## config.mk

```make
export PLATFORM = sky130hd
export DESIGN_NAME = alu_req_scheduler
export DESIGN_NICKNAME = d
export VERILOG_FILES = /design/src/rtl/alu_sched_pkg.sv /design/src/rtl/alu_rr_arbiter.sv /design/src/rtl/alu_req_scheduler.sv
export SDC_FILE = /design/constraint.sdc
export NUM_CORES = 1
export LEC_CHECK = 0
export ABC_AREA = 1
export CORE_AREA = 2 2 169 171
export CTS_BUF_LIST = sky130_fd_sc_hd__clkbuf_8
export CTS_CLUSTER_SIZE = 10
export DETAILED_ROUTE_END_ITERATION = 12
export DIE_AREA = 0 0 171 173
export DONT_BUFFER_PORTS = 1
export PLACE_DENSITY = 0.46
export SLEW_MARGIN = 20
export SYNTH_ARGS = -nofsm -noshare
export SYNTH_HDL_FRONTEND = slang
export SYNTH_HIERARCHICAL = 1
export SYNTH_SLANG_ARGS = --single-unit
```

## constraint.sdc

```tcl
create_clock -name clk -period 4.01 [get_ports clk]
set_clock_uncertainty 0.2 [all_clocks]
set_input_delay 0 -clock clk [delete_from_list [all_inputs] [get_ports clk]]
set_output_delay 0 -clock clk [all_outputs]
set_load 0.1 [all_outputs]
```

## src/rtl/alu_sched_pkg.sv

```systemverilog
// Shared opcode constants, FSM state encoding and helpers for the ALU request scheduler.
package alu_sched_pkg;

  localparam logic [3:0] ADD     = 4'd0;
  localparam logic [3:0] SUB     = 4'd1;
  localparam logic [3:0] AND     = 4'd2;
  localparam logic [3:0] OR      = 4'd3;
  localparam logic [3:0] SGE     = 4'd4;
  localparam logic [3:0] SGT     = 4'd5;
  localparam logic [3:0] OPC_MAX = 4'd5;

  typedef enum logic [1:0] {
    StIdle,
    StExec,
    StResp
  } state_e;

  function automatic logic is_legal_op(input logic [3:0] op);
    return op <= OPC_MAX;
  endfunction

endpackage

```

## src/rtl/alu_rr_arbiter.sv

```systemverilog
// Combinational requester arbiter: one-hot grant plus encoded index.
// ALU_SCHED_FIXED_PRIO_EN selects fixed lowest-index priority instead of round-robin.
module alu_rr_arbiter #(
  parameter int unsigned NUM_REQ = 4,
  parameter int unsigned ID_W    = 2
) (
  input  logic [NUM_REQ-1:0] req,
  input  logic [ID_W-1:0]    rr_ptr,
  output logic [NUM_REQ-1:0] grant,
  output logic [ID_W-1:0]    grant_idx
);

`ifdef ALU_SCHED_FIXED_PRIO_EN
  logic unused_rr_ptr;
  assign unused_rr_ptr = ^rr_ptr;

  // Descending scan so the lowest requesting index is written last and wins.
  always_comb begin
    grant     = '0;
    grant_idx = '0;
    for (int i = NUM_REQ - 1; i >= 0; i--) begin
      if (req[i]) begin
        grant     = NUM_REQ'(1) << i;
        grant_idx = ID_W'(i);
      end
    end
  end
`else
  int unsigned idx;

  // Descending scan of the rotated order so the first hit from rr_ptr wins.
  always_comb begin
    grant     = '0;
    grant_idx = '0;
    idx       = 0;
    for (int k = NUM_REQ - 1; k >= 0; k--) begin
      idx = (32'(rr_ptr) + 32'(k)) % NUM_REQ;
      if (((req >> idx) & NUM_REQ'(1)) != '0) begin
        grant     = NUM_REQ'(1) << idx;
        grant_idx = ID_W'(idx);
      end
    end
  end
`endif

endmodule

```

## src/rtl/alu_req_scheduler.sv

```systemverilog
// Shares one external ALU among NUM_REQ requesters with a registered, ID-tagged response.
// ALU_SCHED_FIXED_PRIO_EN switches arbitration to fixed priority and drops the rr pointer.
module alu_req_scheduler #(
  parameter int unsigned NUM_REQ = 4,
  parameter int unsigned WIDTH   = 32,
  parameter int unsigned ID_W    = 2
) (
  input  logic                     clk,
  input  logic                     rst,
  input  logic [NUM_REQ-1:0]       req_valid,
  output logic [NUM_REQ-1:0]       req_ready,
  input  logic [NUM_REQ*4-1:0]     req_opcode,
  input  logic [NUM_REQ*WIDTH-1:0] req_a,
  input  logic [NUM_REQ*WIDTH-1:0] req_b,
  output logic [3:0]               alu_opcode,
  output logic [WIDTH-1:0]         alu_input1,
  output logic [WIDTH-1:0]         alu_input2,
  output logic [4:0]               alu_shift,
  input  logic [WIDTH-1:0]         alu_result,
  input  logic                     alu_carry,
  input  logic                     alu_zero,
  input  logic                     alu_sign,
  output logic                     rsp_valid,
  input  logic                     rsp_ready,
  output logic [ID_W-1:0]          rsp_id,
  output logic [WIDTH-1:0]         rsp_result,
  output logic                     rsp_carry,
  output logic                     rsp_zero,
  output logic                     rsp_sign,
  output logic                     rsp_err
);
  import alu_sched_pkg::*;

  state_e             state_q;
  logic [3:0]         opc_q;
  logic [WIDTH-1:0]   a_q;
  logic [WIDTH-1:0]   b_q;
  logic [ID_W-1:0]    id_q;
  logic [NUM_REQ-1:0] grant;
  logic [ID_W-1:0]    grant_idx;
  logic [ID_W-1:0]    rr_ptr;
  logic [3:0]         sel_opc;
  logic [WIDTH-1:0]   sel_a;
  logic [WIDTH-1:0]   sel_b;
  logic               accept;

  alu_rr_arbiter #(
    .NUM_REQ (NUM_REQ),
    .ID_W    (ID_W)
  ) u_arbiter (
    .req       (req_valid),
    .rr_ptr    (rr_ptr),
    .grant     (grant),
    .grant_idx (grant_idx)
  );

  assign accept    = (state_q == StIdle) && (|req_valid);
  assign req_ready = (state_q == StIdle) ? grant : '0;

  assign sel_opc = 4'(req_opcode >> (4 * grant_idx));
  assign sel_a   = WIDTH'(req_a >> (WIDTH * grant_idx));
  assign sel_b   = WIDTH'(req_b >> (WIDTH * grant_idx));

  // ALU is fed only from the operand registers, so it sees stable inputs for all of EXEC.
  assign alu_opcode = opc_q;
  assign alu_input1 = a_q;
  assign alu_input2 = b_q;
  assign alu_shift  = 5'd0;

`ifdef ALU_SCHED_FIXED_PRIO_EN
  assign rr_ptr = '0;
`else
  logic [ID_W-1:0] rr_ptr_q;
  assign rr_ptr = rr_ptr_q;

  always_ff @(posedge clk) begin
    if (rst) begin
      rr_ptr_q <= '0;
    end else if (accept) begin
      if (32'(grant_idx) == NUM_REQ - 1) begin
        rr_ptr_q <= '0;
      end else begin
        rr_ptr_q <= grant_idx + ID_W'(1);
      end
    end
  end
`endif

  always_ff @(posedge clk) begin
    if (rst) begin
      state_q    <= StIdle;
      opc_q      <= '0;
      a_q        <= '0;
      b_q        <= '0;
      id_q       <= '0;
      rsp_valid  <= 1'b0;
      rsp_id     <= '0;
      rsp_result <= '0;
      rsp_carry  <= 1'b0;
      rsp_zero   <= 1'b0;
      rsp_sign   <= 1'b0;
      rsp_err    <= 1'b0;
    end else begin
      unique case (state_q)
        StIdle: begin
          if (accept) begin
            opc_q   <= sel_opc;
            a_q     <= sel_a;
            b_q     <= sel_b;
            id_q    <= grant_idx;
            state_q <= StExec;
          end
        end
        StExec: begin
          rsp_valid <= 1'b1;
          rsp_id    <= id_q;
          if (is_legal_op(opc_q)) begin
            rsp_result <= alu_result;
            rsp_carry  <= alu_carry;
            rsp_zero   <= alu_zero;
            rsp_sign   <= alu_sign;
            rsp_err    <= 1'b0;
          end else begin
            rsp_result <= '0;
            rsp_carry  <= 1'b0;
            rsp_zero   <= 1'b0;
            rsp_sign   <= 1'b0;
            rsp_err    <= 1'b1;
          end
          state_q <= StResp;
        end
        StResp: begin
          if (rsp_ready) begin
            rsp_valid <= 1'b0;
            state_q   <= StIdle;
          end
        end
        default: state_q <= StIdle;
      endcase
    end
  end

endmodule

```

# After elaboration in Yosys (flattened, before gate mapping)
# Cells that the tools add are included.
dict set report classes {
  add_sub_neg 4
  magnitude_cmp 1
  eq_ne 5
  n_shift 11
  n_mux 20
  n_reduce_logical 7
}
# op count
set ops {}
lappend ops {{128-bit by 7-bit right shift with 32-bit output} 2}
lappend ops {{32-bit 2-to-1 mux} 1}
lappend ops {{4-bit 2-to-1 mux} 5}
lappend ops {{1-bit by 2-bit << shifter with 4-bit output, first input constant} 4}
lappend ops {{16-bit by 4-bit right shift with 4-bit output} 1}
lappend ops {{4-bit by 2-bit right shift with 1-bit output} 4}
lappend ops {{2-bit 2-to-1 mux} 7}
lappend ops {{2-bit one-hot mux with 3 select lines} 1}
lappend ops {{2-bit AND reduction} 3}
lappend ops {{1-bit 2-to-1 mux} 5}
lappend ops {{2-bit by 1-bit adder with 2-bit output, second input constant} 2}
lappend ops {{2-bit adder, second input constant} 2}
lappend ops {{2-bit equality test, second input constant} 2}
lappend ops {{4-bit by 3-bit <= comparator with 1-bit output, second input constant} 1}
lappend ops {{2-bit inequality test, second input constant} 2}
lappend ops {{4-bit OR reduction} 1}
lappend ops {{2-bit by 1-bit equality test with 1-bit output, second input constant} 1}
lappend ops {{2-bit logical NOT} 1}
lappend ops {{1-bit one-hot mux with 2 select lines} 1}
lappend ops {{2-bit nonzero test} 1}
lappend ops {{1-bit logical AND} 1}
dict set report totals {
  reg_bits 113
  output_inout_bits 116
}

# Depth between registers and ports, before layout
dict set report depth {
  depth_word 8
  mapped_depth 17
}

# Cells and area by module
# Netlist, hierarchy kept.
# mod n_inst cells_each area_each_um2
set modules_own_cells {}
lappend modules_own_cells {alu_req_scheduler 1 1443 7617.3}
lappend modules_own_cells {alu_rr_arbiter 1 82 457.9}

# Worst setup path after synthesis
# Ideal clock, no wire load.
dict set report synth_timing {
  path_type {register to output}
  from {register rr_ptr_q[0] (netlist: rr_ptr[0])}
  to {output port req_ready[1]}
  t_arrival_ps 2827
  required_ps 3810
  path_slack_ps 983
  stages_incl_launch_ff 13
  n_path_buf 0
  path_cell_list {dfxtp_1 -> inv_2 -> ha_1 -> inv_1 -> nand3_2 -> nand2_4 -> inv_4 -> nand2_1 -> nor2_1 -> nor2_1 -> nor2_1 -> inv_1 -> nor2_1}
}
dict set report synth_via {
  elab_chain_len 7
  word_cells_on_any_way 16
  cone_classes {3 x add/sub; 8 x shift; 5 x mux}
}
# element line_no
set synth_lines {}
lappend synth_lines {{from (decl)} alu_req_scheduler.sv:73} ;# logic [ID_W-1:0] rr_ptr_q;
lappend synth_lines {{from (signal assigned)} alu_req_scheduler.sv:83} ;# rr_ptr_q <= grant_idx + ID_W'(1);
lappend synth_lines {{2-bit adder} alu_rr_arbiter.sv:37} ;# idx = (32'(rr_ptr) + 32'(k)) % NUM_REQ;
lappend synth_lines {{4-bit by 2-bit right shift with 1-bit output or 1-bit by 2-bit << shifter with 4-bit output (tied branches)} {alu_rr_arbiter.sv:38, alu_rr_arbiter.sv:39}}
lappend synth_lines {{4-bit 2-to-1 mux (3 in series)} alu_rr_arbiter.sv:38} ;# if (((req >> idx) & NUM_REQ'(1)) != '0) begin
lappend synth_lines {{4-bit 2-to-1 mux *} alu_rr_arbiter.sv:38}
lappend synth_lines {{named net grant[1]} alu_req_scheduler.sv:39} ;# logic [NUM_REQ-1:0] grant;
lappend synth_lines {{4-bit 2-to-1 mux *} alu_req_scheduler.sv:58} ;# assign req_ready = (state_q == StIdle) ? grant : '0;
lappend synth_lines {{to (decl)} alu_req_scheduler.sv:11} ;# output logic [NUM_REQ-1:0] req_ready,
# Mark *: on every way through the listed nets, which the timed path passes. The rest lies on a longest branch.

# Worst setup path after layout
dict set report layout_timing {
  from {register rr_ptr_q[1] (netlist: rr_ptr[1])}
  to {register b_q[13] (netlist: alu_input2[13])}
}
dict set report layout_via {
  elab_chain_len 7
  word_cells_on_any_way 12
  cone_classes {3 x add/sub; 5 x shift; 4 x mux}
}
# element line_no
set layout_lines {}
lappend layout_lines {{2-bit adder} alu_rr_arbiter.sv:37}
lappend layout_lines {{4-bit by 2-bit right shift with 1-bit output} alu_rr_arbiter.sv:38}
lappend layout_lines {{2-bit 2-to-1 mux (3 in series)} alu_rr_arbiter.sv:38}
lappend layout_lines {{2-bit 2-to-1 mux *} alu_rr_arbiter.sv:38}
lappend layout_lines {{named net grant_idx[0]} alu_req_scheduler.sv:40} ;# logic [ID_W-1:0] grant_idx;
lappend layout_lines {{128-bit by 7-bit right shift with 32-bit output *} alu_req_scheduler.sv:62} ;# assign sel_b = WIDTH'(req_b >> (WIDTH * grant_idx));
lappend layout_lines {{to (signal assigned)} alu_req_scheduler.sv:109} ;# b_q <= sel_b;
lappend layout_lines {{to (decl)} alu_req_scheduler.sv:37} ;# logic [WIDTH-1:0] b_q;
# Marks and branches as above.
# A chain may end at the register's enable or synchronous reset.

==> summary.txt <==
Run status
  – Status: finished, final reports clean

Placement
  – GPL Wtd Cong: 0.8386
  – IO Port Bufs: 0
  – Post-DP Area: 8339 µm²
  – DPL Wire Length: 19.35 mm

Drt
  – DR iter-0 viols: 480
  – Drc violations: 0
  – Routed len/inst: 13.74 µm
  – DRT Pass-1 Iters: 4
  – Remaining antenna violation count after routing: 0
  – Vias post-DR: 9694
  – Vias per inst: 4.402
  – Final wirelength: 30.26 mm

Timing
  – Final Hold Viols: 0
  – Fin Setup TNS: 0 ns
  – Rel. slew slack: 0.2674
  – Final worst path period share: 0.9409
  – Fin. max-slew vios: 0
  – Worst Max-Slew Pin Slew: between 1 and 1.5 ns
  – RSZ-0062 raised after global routing: false
  – Max Clock Freq: 265.0 MHz
  – Period minus WS final: 3.773 ns
  – # setup viols final: 0

Layout
  – Layout Nets: 2133
  – Most frequent cells in the layout: nand2_1, inv_1, dlygate4sd3_1
  – Commonest non-fill, non-tap cell in the layout: nand2_1
  – Area growth from synthesis to layout: 49.47%
  – Layout cell share with drive strength beyond 1: 0.04169
  – Final Cell Area: 12070 µm²

Clocking
  – Total setup buffers inserted after CTS: 0
  – Worst-Skew Late Latency: 0.43 ns
  – Number of clock sinks: roughly 110
  – TritonCTS clock tree: done
  – Clock root cell: clkbuf_8
  – Max Root-Sink Buffers: 2
  – Max H-tree Level: 4
  – Clk slew on worst S/H paths: 0.09 ns
  – Total CTS buffers: 17

Floorplanning
  – Die Width: 171 µm
  – Die ar.: 29580 µm²
  – Die height: 173 µm
  – Starting Density: 0.2923
  – Core Box Area: 27630 µm²
  – Io pins: 430
  – Rows: 61

GRT
  – All-Layer GR Usage: 0.2016
  – First-pass GRT wire length: approximately 48 mm
  – Number of global-route vias before repair: 9987
  – Total grt overflow: 0
  – Largest net degree at the start of global routing: 140
  – Initial antenna violation count: 1

Worst setup path
  – Required @ worst endpoint: 4.14 ns
  – CP Max Fanout: roughly 140
  – CP Class: reg2reg
  – Startpoint Class: flip-flop
  – Worst path arrival time: 3.90 ns
  – Worst setup EP type: flip-flop
  – R2r setup slk: 0.24 ns

Yosys
  – Synth Instances: 1525
  – Ys Warns: 6
  – Sequential fraction of the synthesis area: 0.2801
  – Yosys cell types: 26
  – Cell taking the most area after synthesis: dfxtp_1
  – Mapped Area: 8075 µm²
  – Synth top area share: 0.2801
  – #FFs+latches synth: about 110
  – Synth top area cells: dfxtp_1, nand2_1, inv_1
  – Mean Syn Cell Area: 5.295 µm²

Pwr
  – Lkg Pwr: between 6 and 7 nW
  – VDD IR max: 0.6072 mV
  – P per Cell Area: 907.5 nW/µm²

Worst hold path
  – Tightest Hold Check Type: in2reg

Job
  – Max Cap Viol: 0
[synth_stat cells]
| cell type | n |
|---|---|
| nor2_4 | 2 |
| o21a_1 | 1 |
| o21ai_1 | 3 |
| buf_2 | 40 |
| nand2_1 | 570 |
| nand3_1 | 151 |
| or2_0 | 1 |
| nand2_2 | 6 |
| conb_1 | 1 |
| inv_1 | 358 |
| inv_2 | 4 |
| nand3_2 | 3 |
| nor2_1 | 164 |
| inv_4 | 2 |
| dfxtp_1 | 113 |
| nor3_1 | 2 |
| or2_2 | 1 |
| buf_4 | 11 |
| clkbuf_1 | 28 |
| ha_1 | 9 |
| a21oi_1 | 44 |
| buf_6 | 1 |
| nand2_4 | 2 |
| o21ai_0 | 4 |
| nor2_2 | 1 |
| buf_1 | 3 |
[flip-flops by register name, indices dropped and copies added, names as in the netlist]
register and flops:
rsp_carry 1, rsp_result 32, state_q 2, alu_opcode 4
rsp_zero 1, rsp_err 1, alu_input2 32, alu_input1 32
rsp_valid 1, rr_ptr 2, rsp_sign 1, rsp_id 2
id_q 2
[final timing paths]
kind                        from        endpoint  cells after the start
setup reg to reg       rr_ptr[1]  alu_input2[13]                     15
hold / removal    alu_result[25]  rsp_result[25]                      3
hold reg to reg          id_q[0]         id_q[0]                      2
setup / recovery       rr_ptr[1]  alu_input2[13]                     15
[metal layers]
layer  part of all wire  GRT usage
met5                  0          0
met2               0.50     0.3706
met4              0.032    0.08263
met1               0.40     0.2153
met3              0.071    0.05379
[where the power goes]
part / leakage [nW] / internal [mW] / switching (mW) / total [mW]
clock: 0.194 / 0.521 / 0.609 / 1.13
combinational: 5.29 / 2.71 / 3.20 / 5.92
sequential: 0.934 / 1.44 / 2.47 / 3.91
total: 6.42 / 4.67 / 6.28 / 11.0
[worst max-delay path, cell delays in order (launching register included)]
cell and delay [ns]:
dfxtp_1 0.50, inv_1 0.20, ha_1 0.38, inv_1 0.08, nand3_2 0.10, nand2_4 0.08, inv_4 0.09, a21oi_1 0.10
o21ai_4 0.23, buf_12 0.40, nand2_1 0.20, nand3_1 0.14, dlygate4sd3_1 0.57, nand2_1 0.07, nor2_1 0.08, nor2_1 0.04
[logic make-up after synthesis]
kind of cell             after synthesis  synth area share
other                                  1         0.0004644
flip-flops                           113            0.2801
AND/OR/NAND/NOR                      903            0.4523
AO/OA/AOI/OAI                         52           0.03254
adder cells (fa/ha/maj)                9           0.01395
buffers and inverters                447            0.2206
[what timing repair did]
item                                   CTS  global route
resized for setup                        0             3
endpoints found under the hold margin  112             0
hold buffers                           331             0
setup endpoints to repair                0            50
[stage by stage]
| stage | instances | utilization | hold WS [ns] | worst slack (ns) | power (mW) |
|---|---|---|---|---|---|
| final | 2202 | 0.4369 | 0.06767 | 0.2370 | 10.95 |
| after global routing | 2202 | 0.4369 | 0.03839 | 0.03191 | 11.87 |
| after CTS | 2201 | 0.4365 | 0.02603 | 0.08673 | 10.99 |
| after detailed placement | 1838 | 0.3018 | -0.1248 | 0.6550 | 8.224 |
| after global placement | 1838 | 0.3018 | -0.1253 | 0.7574 | 8.199 |
| after floorplan | 1529 | - | -0.05719 | 0.9831 | 7.175 |
[layout make-up]
cell class	count	area, µm²
timing repair buffer	345	3482
fill	2941	15560
clock inverter	15	163.9
sequential	113	2263
multi-input combinational	969	4075
clock buffer	17	234.0
inverter	364	1376
antenna	1	2.502
tap	378	473.0
Note: power is estimated with default switching activity, not from simulation.
